$ cat src/rtl/risc_wb_arbiter.sv
// Register-file write-port arbiter: ALU results take priority, load results queue in a small FIFO.
// Optional macro WB_LSU_BYPASS_EN lets an LSU result skip the empty FIFO when the port is idle.
module risc_wb_arbiter #(
  parameter int DEPTH = 4,
  parameter int DW    = 32,
  parameter int AW    = 5
) (
  input  logic                     clk,
  input  logic                     rst,
  input  logic                     alu_valid,
  input  logic [AW-1:0]            alu_rd,
  input  logic [DW-1:0]            alu_data,
  input  logic                     lsu_valid,
  output logic                     lsu_ready,
  input  logic [AW-1:0]            lsu_rd,
  input  logic [DW-1:0]            lsu_data,
  output logic                     WE3,
  output logic [AW-1:0]            A3,
  output logic [DW-1:0]            WD3,
  output logic [31:0]              busy_mask,
  output logic [$clog2(DEPTH):0]   fifo_count
);

  localparam int PW = $clog2(DEPTH);
  localparam int CW = PW + 1;

  logic [AW-1:0]    rd_mem_q   [DEPTH];
  logic [DW-1:0]    data_mem_q [DEPTH];
  logic [DEPTH-1:0] valid_q;
  logic [PW-1:0]    rd_ptr_q, wr_ptr_q;
  logic [CW-1:0]    count_q;
  logic             we_q;
  logic [AW-1:0]    a3_q;
  logic [DW-1:0]    wd_q;

  logic fifo_empty, bypass, push, pop;

  assign fifo_empty = (count_q == '0);
  assign lsu_ready  = rst && (count_q != CW'(DEPTH));

`ifdef WB_LSU_BYPASS_EN
  assign bypass = rst && fifo_empty && !alu_valid && lsu_valid;
`else
  assign bypass = 1'b0;
`endif

  assign push = lsu_valid && lsu_ready && !bypass;
  assign pop  = rst && !alu_valid && !fifo_empty;

  // Payload storage carries no reset; the per-entry valid bits define occupancy.
  always_ff @(posedge clk) begin
    if (push) begin
      rd_mem_q[wr_ptr_q]   <= lsu_rd;
      data_mem_q[wr_ptr_q] <= lsu_data;
    end
  end

  genvar gi;
  generate
    for (gi = 0; gi < DEPTH; gi++) begin : g_valid
      always_ff @(posedge clk) begin
        if (!rst) begin
          valid_q[gi] <= 1'b0;
        end else if (push && (wr_ptr_q == PW'(gi))) begin
          valid_q[gi] <= 1'b1;
        end else if (pop && (rd_ptr_q == PW'(gi))) begin
          valid_q[gi] <= 1'b0;
        end
      end
    end
  endgenerate

  always_ff @(posedge clk) begin
    if (!rst) begin
      rd_ptr_q <= '0;
      wr_ptr_q <= '0;
      count_q  <= '0;
      we_q     <= 1'b0;
      a3_q     <= '0;
      wd_q     <= '0;
    end else begin
      if (alu_valid) begin
        we_q <= (alu_rd != '0);
        a3_q <= alu_rd;
        wd_q <= alu_data;
      end else if (!fifo_empty) begin
        we_q <= (rd_mem_q[rd_ptr_q] != '0);
        a3_q <= rd_mem_q[rd_ptr_q];
        wd_q <= data_mem_q[rd_ptr_q];
      end else if (bypass) begin
        we_q <= (lsu_rd != '0);
        a3_q <= lsu_rd;
        wd_q <= lsu_data;
      end else begin
        we_q <= 1'b0;
      end

      if (push) wr_ptr_q <= wr_ptr_q + PW'(1);
      if (pop)  rd_ptr_q <= rd_ptr_q + PW'(1);

      case ({push, pop})
        2'b10:   count_q <= count_q + CW'(1);
        2'b01:   count_q <= count_q - CW'(1);
        default: count_q <= count_q;
      endcase
    end
  end

  // Duplicate destinations naturally keep their bit set until the last one leaves.
  always_comb begin
    busy_mask = '0;
    for (int i = 0; i < DEPTH; i++) begin
      if (valid_q[i]) busy_mask = busy_mask | (32'(1) << rd_mem_q[i]);
    end
    busy_mask[0] = 1'b0;
  end

  assign WE3        = we_q;
  assign A3         = a3_q;
  assign WD3        = wd_q;
  assign fifo_count = count_q;

endmodule

$ cat config.mk
export PLATFORM = sky130hd
export DESIGN_NAME = risc_wb_arbiter
export DESIGN_NICKNAME = d
export VERILOG_FILES = /design/src/rtl/risc_wb_arbiter.sv
export SDC_FILE = /design/constraint.sdc
export NUM_CORES = 1
export LEC_CHECK = 0
export CAP_MARGIN = 20
export CORE_ASPECT_RATIO = 1.5
export CORE_UTILIZATION = 25
export DETAILED_ROUTE_END_ITERATION = 16
export GPL_TIMING_DRIVEN = 1
export PLACE_DENSITY = 0.4
export RECOVER_POWER = 50
export SYNTH_ARGS = -nofsm -noshare
export SYNTH_HDL_FRONTEND = slang
export SYNTH_SLANG_ARGS = --single-unit
$ cat constraint.sdc
create_clock -name clk -period 2.9 [get_ports clk]
set_input_delay 0.58 -clock clk [delete_from_list [all_inputs] [get_ports clk]]
set_output_delay 0.58 -clock clk [all_outputs]
set_load 0.02 [all_outputs]
**Word level (Yosys, flattened, before mapping)**

Memory sizes are Yosys's and may differ from the RTL's. A register that Yosys moved wholly into a read port is not among the register bits.
Index checks and enable logic that the tools add are counted.

- Output and inout port bits: 74
- Register bits after elaboration: 49
- Memories: 2
- Word-level logic and storage cells: 82
- Memory bits (writable): 148
- Input port bits: 78

Memory list:

| memory | words | width | rd ports | clocked after memory_dff | write ports | line | RTL |
|---|---|---|---|---|---|---|---|
| data_mem_q | 4 | 32 | 1 | 1 | 1 | 28 | `logic [DW-1:0] data_mem_q [DEPTH];` |
| rd_mem_q | 4 | 5 | 5 | 1 | 1 | 27 | `logic [AW-1:0] rd_mem_q [DEPTH];` |

- Equality and inequality tests: 10
- Add/subtract/negate cells: 4
- Multiplexer cells: 25
- Bitwise gates (word level): 3
- Shifts and indexed selects: 4
- Reductions and logical operators: 24

Operator list:

| cell | number |
|---|---|
| 32-bit two-way mux | 6 |
| 1-bit by 5-bit left shift with 32-bit output, first input constant | 4 |
| 32-bit bitwise OR | 3 |
| 1-bit logical AND | 12 |
| 1-bit two-way mux | 12 |
| 2-bit == test, second input constant | 5 |
| 5-bit two-way mux | 2 |
| 2-bit nonzero test | 5 |
| 5-bit nonzero test | 2 |
| 2-bit two-way mux | 4 |
| 2-bit by 1-bit == test with 1-bit output, second input constant | 3 |
| 3-bit one-hot mux with 2 select lines | 1 |
| 2-bit by 1-bit adder with 2-bit output, second input constant | 2 |
| 2-bit logical NOT | 2 |
| 3-bit by 1-bit adder with 3-bit output, second input constant | 1 |
| 3-bit logical NOT | 1 |
| 3-bit inequality test, second input constant | 1 |
| 3-bit by 1-bit subtractor with 3-bit output, second input constant | 1 |
| 1-bit logical NOT | 2 |
| 2-bit inequality test, second input constant | 1 |

**Depth between registers and ports, before layout**

An unclocked memory read counts as a cell.

- Word-level depth: 9
- Depth in mapped cells: 10
- Mapped depth without buffers: 9

**Worst setup path before layout**

OpenSTA, ideal clock, no wires.

- Kind: input port to flip-flop
- From: input port alu_valid
- To: register count_q[2], in the netlist fifo_count[2]
- Setup slack: 0.396 ns
- Library setup time: 0.076 ns
- Required time: 2.824 ns
- Buffers on the path: 2
- Arrival: 2.428 ns
- Stages: 10
- Cells stage by stage: inv_1 -> clkbuf_1 -> clkbuf_1 -> and3_1 -> ha_1 -> inv_1 -> fa_1 -> xor2_1 -> or3_1 -> a21boi_0

- Longest elaborated chain between the ends: 5
- Elaborated cells between the ends (all ways): 7
- Classes of those cells: eq/ne: 2; mux: 1; reduce/logical: 4

Ends and longest elaborated chain:

| element | line | RTL |
|---|---|---|
| start: declaration | 10 | `input logic alu_valid,` |
| 1-bit logical NOT (*) | 48 | `assign pop = rst && !alu_valid && !fifo_empty;` |
| 1-bit logical AND (*) (2 in series) | 48 |  |
| via pop | 36 | `logic fifo_empty, bypass, push, pop;` |
| 2-bit by 1-bit == test with 1-bit output or 2-bit == test (tied branches) | 101 | `case ({push, pop})` |
| 3-bit one-hot mux with 2 select lines or 2-bit nonzero test (tied branches) | - |  |
| end signal: assignment | 102 | `2'b10: count_q <= count_q + CW'(1);` |
| end signal: assignment | 103 | `2'b01: count_q <= count_q - CW'(1);` |
| end signal: assignment | 104 | `default: count_q <= count_q;` |
| end: declaration | 31 | `logic [CW-1:0] count_q;` |

The timed path passes the listed nets; every way through them passes the cells marked *.
A chain may end at the register's enable or synchronous reset.

==> impl_metrics.toml <==
[power_and_ir_drop]
p_leak_nw = 3.89
ir_drop_uv = 410
total_power_mw = 6.64
powerDensity_mw_per_mm2 = 585

[die]
core_area_mm2 = 0.0335
io_pins = 152
die_x_um = 153
start_util_pct = 25.4
design.die.area_mm2 = 0.0349
core.rowCount = 82
die_y_um = 228

[min_path]
hold_class = "reg -> reg"
hold_depth = 2

[synth]
synth_top_area_share_pct = 52.1
synth_area_mm2 = 0.00853
synth_area_leaders = "edfxtp_1 (52%), dfxtp_1 (12%), mux4_2 (9.8%), a21oi_1 (5.5%), o21ai_0 (2.5%)"
yosysMostFrequentCell = "edfxtp_1"
syn_area_per_cell_um2 = 13.5
ys.flop_type = "edfxtp_1"
ys_warn_count = 0
synth_top_area_cell = "edfxtp_1"
synth_cell_type_count = 41
syn_nets = 722
synth.yosys.seq_area_share_pct = 64.0
netlist_instances = 634
synthTopCellsByCount = "edfxtp_1 (148), a21oi_1 (93), nand2_1 (55)"
synth-edff-count = 148
yosys_register_bits = 199
synthArstFlopShare_pct = 0

[critical_path]
critPathKind = "reg -> out"
crit_required_ns = 2.32
path_max_fanout = 10
r2r_cells = 4
critPathLaunchType = "flop"
critPathArrivalTime_ns = 2.18
critPathCaptureType = "primary output"

[clock_network]
cts_buffers = 17
clk_latency_ns = 0.45
root_buffer = "clkbuf_16"
clkTransAtPathRegs_ns = 0.07
cts_tree = "done"
clockBufferDepth = 2
h-tree-depth = 4
clock_sinks = 199

[run]
cap_violations = 0

[global_routing]
grt_antenna_before_repair = 4
grt_use_total_pct = 16.7
grt_pass1_wl_um = 42200
grt_pass1_vias = 6554
grt_max_degree = 40
grt_remaining_overflow = 0

[timing]
fin_tns_setup_ns = 0
setup-violations-final = 0
fmax_mhz = 363
whs_ns = 0.528
finalHoldViolations = 0
finalMaxSlewViolations = 0
clock_skew_ns = 0.0113
finalCritPeriodShare_pct = 95.0
layout_min_cycle_time_ns = 2.76
worst_pin_slew_ns = 1.09
relSlewSlack_pct = 27.4
rsz0062_at_grt = "no"

[layout]
nets = 900
drive_gt1_share_pct = 16.5
n_fill_cell = 3300
multi_input_area_mm2 = 0.00291
fin_util_pct = 33.8
syn_to_final_growth_pct = 33.0
regArea_mm2 = 0.00547

[route]
vias = 6122
wire_per_inst_um = 22.8
post_drt_via_cell_ratio = 4.91
drt-pass1-iter-count = 4
drt-initial-drc-count = 299
drc = 0
drtAntennaViolNets = 0
wl_um = 28400

[place]
dp_hpwl_um = 20400
port_buffers = 150
gp_congestion = 0.837

[status]
status = "finished clean"
[cell type report]
| type | instances | share of cell area (%) |
|---|---|---|
| tap | 420 | 4.63 |
| inverter | 13 | 0.430 |
| clock inverter | 13 | 0.937 |
| timing repair buffer | 196 | 15.9 |
| clock buffer | 19 | 4.19 |
| sequential | 199 | 48.2 |
| multi-input combinational | 385 | 25.7 |
| antenna | 2 | 0.0441 |
[per-layer routing]
layer	GRT usage (%)	routed length, µm	up-vias
met5	0	30	-
met4	9.38	1260	4
met3	3.08	1150	55
met2	30.8	15100	196
met1	17.9	10900	3056
li1	-	-	2811
[through the flow]
step | setup slack [ns] | cells | area, µm²
finish | 0.145 | 1247 | 11300
global route | 0.0307 | 1247 | 11300
CTS | 0.00437 | 1245 | 11300
detailed placement | 0.317 | 1198 | 10600
global placement | 0.281 | 1198 | 10600
floorplan | 0.396 | 634 | 8530
[flip-flops by register name, indices dropped and copies added, names as in the netlist, named ones only]
signal / cells
fifo_count: 3
data_mem_q: 128
A3: 5
valid_q: 4
wr_ptr_q: 2
WE3: 1
WD3: 32
rd_ptr_q: 2
rd_mem_q: 20
[cell families (layout without fill, tap and decap cells)]
family                     after synthesis  count (layout)  share of synthesized area (%)
DFF                                    199             199                           64.0
muxes                                   37              37                           9.77
and+or+nand+nor                        141             141                           8.52
AOI/OAI and AO/OA                      192             192                           13.3
xor gates and xnor gates                 4               4                          0.411
buffers and inverters                   50             241                           2.38
other                                    1               3                         0.0439
adders and majority gates               10              10                           1.55
[cells in the final DEF (no fill, tap or decap), types with 4 or more instances in the layout]
cell type / n
dlygate4sd2_1: 25
buf_4: 41
or3b_2: 4
dlymetal6s2s_1: 6
dfxtp_1: 49
mux4_2: 37
and3_1: 4
o22ai_1: 6
and2_2: 4
a221o_1: 6
clkdlybuf4s50_1: 79
nand3b_1: 13
dlygate4sd3_1: 38
nand2_1: 55
nor3b_1: 7
o21ai_0: 42
o221ai_1: 16
edfxtp_1: 148
clkbuf_16: 19
nor2_1: 24
o211ai_1: 8
a22oi_1: 7
a21oi_1: 93
inv_6: 6
inv_1: 13
ha_1: 9
a21boi_0: 5
o21a_1: 4
[what timing repair did]
action,in CTS,in global routing
endpoints found under the setup margin,30,6
setup buffers,15,0
hold buffers,0,0
resized for setup,35,7
[worst max-delay path, stage by stage, from the launching register on]
cell	delay (ns)
edfxtp_1	0.55
buf_4	0.21
nor3b_1	0.13
buf_4	0.17
a22oi_1	0.16
o221ai_1	0.17
dlygate4sd2_1	0.36
[power breakdown]
| group | switching, mW | leakage, nW | total [mW] | internal (mW) |
|---|---|---|---|---|
| logic | 0.574 | 1.84 | 1.02 | 0.448 |
| clock network | 1.12 | 0.284 | 2.34 | 1.22 |
| registers | 0.0804 | 1.77 | 3.27 | 3.19 |
[final timing paths]
check             slack, ns           start           endpoint
setup / recovery       0.14  rd_mem_q[1][2]      busy_mask[28]
hold / removal         0.53     wr_ptr_q[1]        wr_ptr_q[1]
setup reg to reg       0.47   fifo_count[0]  data_mem_q[3][17]
hold reg to reg        0.53     wr_ptr_q[1]        wr_ptr_q[1]
(Power assumes the default switching activity.)
